## config.mk

```make
export PLATFORM = sky130hd
export DESIGN_NAME = plic_timer_bank
export DESIGN_NICKNAME = d
export VERILOG_FILES = /design/src/rtl/plic_timer_bank.sv
export SDC_FILE = /design/constraint.sdc
export NUM_CORES = 1
export LEC_CHECK = 0
export ABC_AREA = 1
export CAP_MARGIN = 20
export CORE_MARGIN = 2
export CORE_UTILIZATION = 35
export DETAILED_ROUTE_END_ITERATION = 8
export PLACE_DENSITY = 0.5
export RECOVER_POWER = 100
export SYNTH_ARGS = -nofsm -noshare
export SYNTH_HDL_FRONTEND = slang
export SYNTH_SLANG_ARGS = --single-unit
```

## constraint.sdc

```tcl
create_clock -name clk_i -period 1.86 [get_ports clk_i]
set_input_delay 0.279 -clock clk_i [delete_from_list [all_inputs] [get_ports clk_i]]
set_output_delay 0.279 -clock clk_i [all_outputs]
set_load 0.05 [all_outputs]
```

## src/rtl/plic_timer_bank.sv

```systemverilog
// Bank of N_CH interval timers feeding PLIC interrupt sources.
// Each channel: prescaler, up-counter with >= reload compare, sticky EXP/OVR, level or pulse irq.
//
// state    | meaning
// IDLE     | RUN=0; cnt and psc held at 0, no expiry
// COUNTING | RUN=1; psc paces ticks, cnt climbs to RELOAD then expires
module plic_timer_bank #(
    parameter int N_CH  = 4,
    parameter int CNT_W = 32,
    parameter int AW    = $clog2(N_CH) + 2
) (
    input  logic            clk_i,
    input  logic            rst_i,
    input  logic            reg_we_i,
    input  logic            reg_re_i,
    input  logic [AW-1:0]   reg_addr_i,
    input  logic [31:0]     reg_wdata_i,
    output logic [31:0]     reg_rdata_o,
    output logic            reg_rvalid_o,
    input  logic [N_CH-1:0] irq_ack_i,
    output logic [N_CH-1:0] irq_o
);

    localparam int CH_W = (AW > 2) ? AW - 2 : 1;

    typedef enum logic {IDLE = 1'b0, COUNTING = 1'b1} state_t;

    logic [CH_W-1:0] ch_idx;
    logic [1:0]      sel;

    state_t          state_q  [N_CH];
    state_t          state_d  [N_CH];
    logic [7:0]      presc_q  [N_CH];
    logic [7:0]      presc_d  [N_CH];
    logic [7:0]      psc_q    [N_CH];
    logic [7:0]      psc_d    [N_CH];
    logic [CNT_W-1:0] reload_q [N_CH];
    logic [CNT_W-1:0] reload_d [N_CH];
    logic [CNT_W-1:0] cnt_q    [N_CH];
    logic [CNT_W-1:0] cnt_d    [N_CH];

    logic [N_CH-1:0] en_q, en_d, edge_q, edge_d, oneshot_q, oneshot_d;
    logic [N_CH-1:0] exp_q, exp_d, ovr_q, ovr_d, expire_q, irq_q, irq_d;
    logic [N_CH-1:0] wr_ctrl, wr_reload, wr_status, tick, sw_stop, expire, exp_clr, ovr_clr;
    logic [31:0]     rd_word;

    // Write-data bits outside every register field are simply dropped.
    logic unused_wdata;
    assign unused_wdata = ^reg_wdata_i;

    if (AW > 2) begin : g_ch_idx
        assign ch_idx = reg_addr_i[AW-1:2];
    end else begin : g_ch_idx_single
        assign ch_idx = 1'b0;
    end

    assign sel   = reg_addr_i[1:0];
    assign irq_o = irq_q;

    always_comb begin
        wr_ctrl   = '0;
        wr_reload = '0;
        wr_status = '0;
        tick      = '0;
        sw_stop   = '0;
        expire    = '0;
        exp_clr   = '0;
        ovr_clr   = '0;
        en_d      = en_q;
        edge_d    = edge_q;
        oneshot_d = oneshot_q;
        exp_d     = exp_q;
        ovr_d     = ovr_q;
        irq_d     = '0;
        rd_word   = '0;
        for (int i = 0; i < N_CH; i++) begin
            state_d[i]  = state_q[i];
            presc_d[i]  = presc_q[i];
            psc_d[i]    = psc_q[i];
            reload_d[i] = reload_q[i];
            cnt_d[i]    = cnt_q[i];

            if (reg_we_i && (ch_idx == CH_W'(i))) begin
                wr_ctrl[i]   = (sel == 2'd0);
                wr_reload[i] = (sel == 2'd1);
                wr_status[i] = (sel == 2'd2);
            end

            tick[i]    = (state_q[i] == COUNTING) && (psc_q[i] == presc_q[i]);
            // Software clearing RUN beats an expiry landing in the same cycle.
            sw_stop[i] = wr_ctrl[i] && !reg_wdata_i[2];
            expire[i]  = tick[i] && (cnt_q[i] >= reload_q[i]) && !sw_stop[i];

            if (wr_ctrl[i]) begin
                state_d[i]   = reg_wdata_i[2] ? COUNTING : IDLE;
                en_d[i]      = reg_wdata_i[0];
                edge_d[i]    = reg_wdata_i[1];
                oneshot_d[i] = reg_wdata_i[3];
                presc_d[i]   = reg_wdata_i[15:8];
            end else if (expire[i] && oneshot_q[i]) begin
                state_d[i] = IDLE;
            end

            if (wr_reload[i]) begin
                reload_d[i] = reg_wdata_i[CNT_W-1:0];
            end

            if ((state_q[i] == IDLE) || sw_stop[i]) begin
                cnt_d[i] = '0;
                psc_d[i] = '0;
            end else if (tick[i]) begin
                psc_d[i] = '0;
                cnt_d[i] = (cnt_q[i] >= reload_q[i]) ? '0 : cnt_q[i] + CNT_W'(1);
            end else begin
                psc_d[i] = psc_q[i] + 8'd1;
            end

            exp_clr[i] = (wr_status[i] && reg_wdata_i[0]) || irq_ack_i[i];
            ovr_clr[i] = wr_status[i] && reg_wdata_i[1];
            if (expire[i]) begin
                exp_d[i] = 1'b1;
            end else if (exp_clr[i]) begin
                exp_d[i] = 1'b0;
            end
            if (expire[i] && exp_q[i] && !exp_clr[i]) begin
                ovr_d[i] = 1'b1;
            end else if (ovr_clr[i]) begin
                ovr_d[i] = 1'b0;
            end

            irq_d[i] = en_q[i] && (edge_q[i] ? expire_q[i] : exp_q[i]);

            if (ch_idx == CH_W'(i)) begin
                case (sel)
                    2'd0: rd_word = {16'h0, presc_q[i], 4'h0, oneshot_q[i],
                                     state_q[i] == COUNTING, edge_q[i], en_q[i]};
                    2'd1: rd_word = 32'(reload_q[i]);
                    2'd2: rd_word = {30'h0, ovr_q[i], exp_q[i]};
                    default: rd_word = 32'(cnt_q[i]);
                endcase
            end
        end
    end

    always_ff @(posedge clk_i) begin
        if (rst_i) begin
            for (int i = 0; i < N_CH; i++) begin
                state_q[i]  <= IDLE;
                presc_q[i]  <= '0;
                psc_q[i]    <= '0;
                reload_q[i] <= '0;
                cnt_q[i]    <= '0;
            end
            en_q         <= '0;
            edge_q       <= '0;
            oneshot_q    <= '0;
            exp_q        <= '0;
            ovr_q        <= '0;
            expire_q     <= '0;
            irq_q        <= '0;
            reg_rdata_o  <= '0;
            reg_rvalid_o <= 1'b0;
        end else begin
            for (int i = 0; i < N_CH; i++) begin
                state_q[i]  <= state_d[i];
                presc_q[i]  <= presc_d[i];
                psc_q[i]    <= psc_d[i];
                reload_q[i] <= reload_d[i];
                cnt_q[i]    <= cnt_d[i];
            end
            en_q         <= en_d;
            edge_q       <= edge_d;
            oneshot_q    <= oneshot_d;
            exp_q        <= exp_d;
            ovr_q        <= ovr_d;
            expire_q     <= expire;
            irq_q        <= irq_d;
            reg_rvalid_o <= reg_re_i;
            if (reg_re_i) begin
                reg_rdata_o <= rd_word;
            end
        end
    end

endmodule

```

==> impl_results.md <==
- First-pass GRT wire length: 151,000 um
- Least-Margin Pin Slew: 622 ps
- Total grt overflow: 0
- Num CTS Buffers: 49
- Commonest non-fill, non-tap cell in the layout: nand2_1
- # hold bufs at CTS: 0
- Status: finished, violations left
- Share of post-route cells with drive strength above 1: 0.326
- Initial Util: 0.352
- Root Driver: clkbuf_16
- WP data required: 2420 ps
- Sequential cell area fraction in the yosys report: 0.342
- Cell family with most CP delay: buffers and inverters
- Final WS setup: -208 ps
- Syn avg cell area: 6.66 um2
- Worst path max stage delay: 670 ps
- Setup Viol. Count Final: 181
- GR Layer Usage met1: 0.425
- Area occupied by registers: 7820 um2
- Routability cong.: 0.953
- Failing checks: negative setup slack
- Syn nets: 3,566
- DR DRC count: 0
- Post-DP Area: 29,000 um2
- Total power: 21.2 mW
- Cells after Synth: 3,386
- DIE AREA: 66,500 um2
- PortBufs: 80
- Crit start category: primary input
- Post-DP HPWL: 78,400 um
- CTS tree: done
- Power per cell area: 631 nW/um2
- ANT nets after route: 0
- Final net count: 4,245
- Hold_ws: 433 ps
- Routed WL: 102,000 um
- CORE AREA: 64,100 um2
- Area delta synth->final: 48.6%
- Ys async rst share: 0
- Top-Level Pins: 81
- Vias in the first global route: 24,800
- Lkg Pwr: 13.2 nW
- 1st-iter DRT viols: 2,125
- Finished Core Util: 0.523
- Clk buf depth: 3
- Largest cells by area after synthesis: dfxtp_1, nand2_1, ha_1
- Share of the synthesized area in the top cell type: 0.342
- Critical-path top delay cell: dlygate4sd3_1
- Fmax: 484 MHz
- Die W: 258 um
- Peak supply drop: 0.000660 V
- Die height: 258 um
- Fin. Hold Viols: 0
- Top FF cell, synth: dfxtp_1
- Gr usage total: 0.296
- Clock sinks: 385
- Final cycle utilization of the critical path: 1.11
- DR WL/cell: 20.6 um
- Synth cell types: 49
- Number of synthesized flops with an enable pin: 0
- Crit path max fanout: 24
- Final setup skew: 27.0 ps
- Commonest non-fill, non-tap cells in the layout: nand2_1, buf_4, inv_1
- Largest area contributor in the netlist: dfxtp_1
- Slew Limit Fails: 0
- RSZ-0062 raised after global routing: yes
- Initial antenna violation count: 1
- Met3 Use GR: 0.0376
- Rel. slew slack: 0.585
- Vias per cell: 5.26
- Worst-Skew Late Latency: 610 ps
- Crit path arrival time: 2630 ps
- Fin area: 33,500 um2
- Iteration count of the initial detailed-routing pass: 5
- Synthesized flop and latch total: 385
- Multi-input combinational cell area: 15,000 um2
- Overall via count from detail_route: 26,100
- Synthesized area: 22,600 um2
- Worst hold path class: in -> reg
- Crit-path cells: dlygate4sd3_1 -> clkinvlp_2 -> clkbuf_1 -> clkbuf_2 -> o211ai_1 -> a21oi_1 -> clkbuf_4
- Worst path bufs/invs: 5
- # H-tree levels: 2
- Critical Setup Path Class: in -> reg
- Reg-to-reg slack, setup: -200 ps
- Reg clk slew, reported paths: 60 ps
- FP Rows: 93
- # fillers: 6,254
- Largest net degree at the start of global routing: 42
- Crit end category: flip-flop
- Top Usage Layer GRT: met2
- Met2 Usage GRT: 0.452
- Final worst path period need: 2070 ps
- Max_cap viols: 0
- Yosys warning total: 0
[flip-flops by register name, summed over array words and instances, names as in the netlist]
signal	count
edge_q	4
exp_q	4
oneshot_q	4
ovr_q	4
reg_rvalid_o	1
presc_q	32
reg_rdata_o	32
expire_q	4
psc_q	32
state_q	4
cnt_q	128
reload_q	128
en_q	4
irq_o	4
[cell usage after synthesis, types with 2 or more instances]
cell / number
nor2_4: 6
o21ai_1: 6
o22ai_1: 98
o21a_1: 5
nor2_1: 355
o21ai_0: 295
buf_1: 5
o221a_2: 2
nand2_2: 8
and3_1: 3
nor3_1: 76
a221oi_1: 3
o32ai_1: 2
a41oi_1: 8
xnor2_1: 9
a21oi_1: 313
nor4_1: 11
nor3b_1: 18
o221ai_1: 15
clkbuf_1: 100
nor2_2: 11
o211ai_1: 9
clkinv_1: 4
nand4_1: 81
xor2_1: 39
dfxtp_1: 385
a31oi_1: 17
buf_4: 7
or2_2: 8
buf_2: 22
o31ai_1: 2
nand2_1: 720
nand3b_1: 3
nand3_1: 136
a211oi_1: 5
ha_1: 136
inv_1: 423
inv_2: 17
o2111ai_1: 7
a21o_1: 7
[worst reg2reg max path, delay by kind of cell, from the launching register on]
kind                       cells  cell delay (ps)
DFF                            1              400
adders and majority gates      1              240
and+or+nand+nor                9             1120
buffers and inverters          2              210
[cell type report]
class,instances,share of cell area
inverter,445,0.0517
clock buffer,69,0.0421
multi-input combinational,2424,0.449
clock inverter,20,0.00720
sequential,385,0.233
tap,855,0.0319
timing repair buffer,760,0.185
antenna,1,0.0000747
[report_power, final]
part | internal, mW | switching (mW)
Sequential | 8.36 | 0.0748
Clock | 5.86 | 4.10
Combinational | 1.05 | 1.72
[cell families (layout without fill, tap and decap cells)]
family / count (synthesis) / in the layout / synth area share
buffers and inverters: 579 / 1294 / 0.0988
other: 0 / 1 / 0
adder cells (fa/ha/maj): 136 / 136 / 0.0754
AO/OA/AOI/OAI: 797 / 797 / 0.193
AND/OR/NAND/NOR: 1441 / 1443 / 0.272
XOR/XNOR: 48 / 48 / 0.0186
flip-flops: 385 / 385 / 0.342
[metrics by stage]
step,instances,TNS [ps],worst slack (ps)
final,4959,-12250,-208
after floorplan,3386,0,8.19
after CTS,4937,-5830,-176
after global placement,4819,-121410,-772
after global routing,4958,-28370,-241
after detailed placement,4819,-127790,-768
[timing repair]
| item | CTS | global route |
|---|---|---|
| endpoints found under the hold margin | 0 | 0 |
| gates resized for setup | 342 | 388 |
| cloned | 4 | 0 |
| endpoints found under the setup margin | 166 | 165 |
| buffers inserted | 26 | 27 |
| pin swaps | 105 | 132 |
[path summary, 6_finish.rpt]
kind | start | to | cells after the start
min reg2reg | reg_rdata_o[19] | reg_rdata_o[19] | 2
min | reg_addr_i[2] | reg_rdata_o[28] | 6
max reg2reg | cnt_q[0][31] | cnt_q[0][3] | 12
max | rst_i | irq_o[2] | 7
[layer usage]
layer,vias to the layer above,part of all wire
met5,-,0
met4,0,0.037
met3,174,0.067
met2,965,0.43
met1,12300,0.47
li1,12700,-
(Power assumes the default switching activity.)
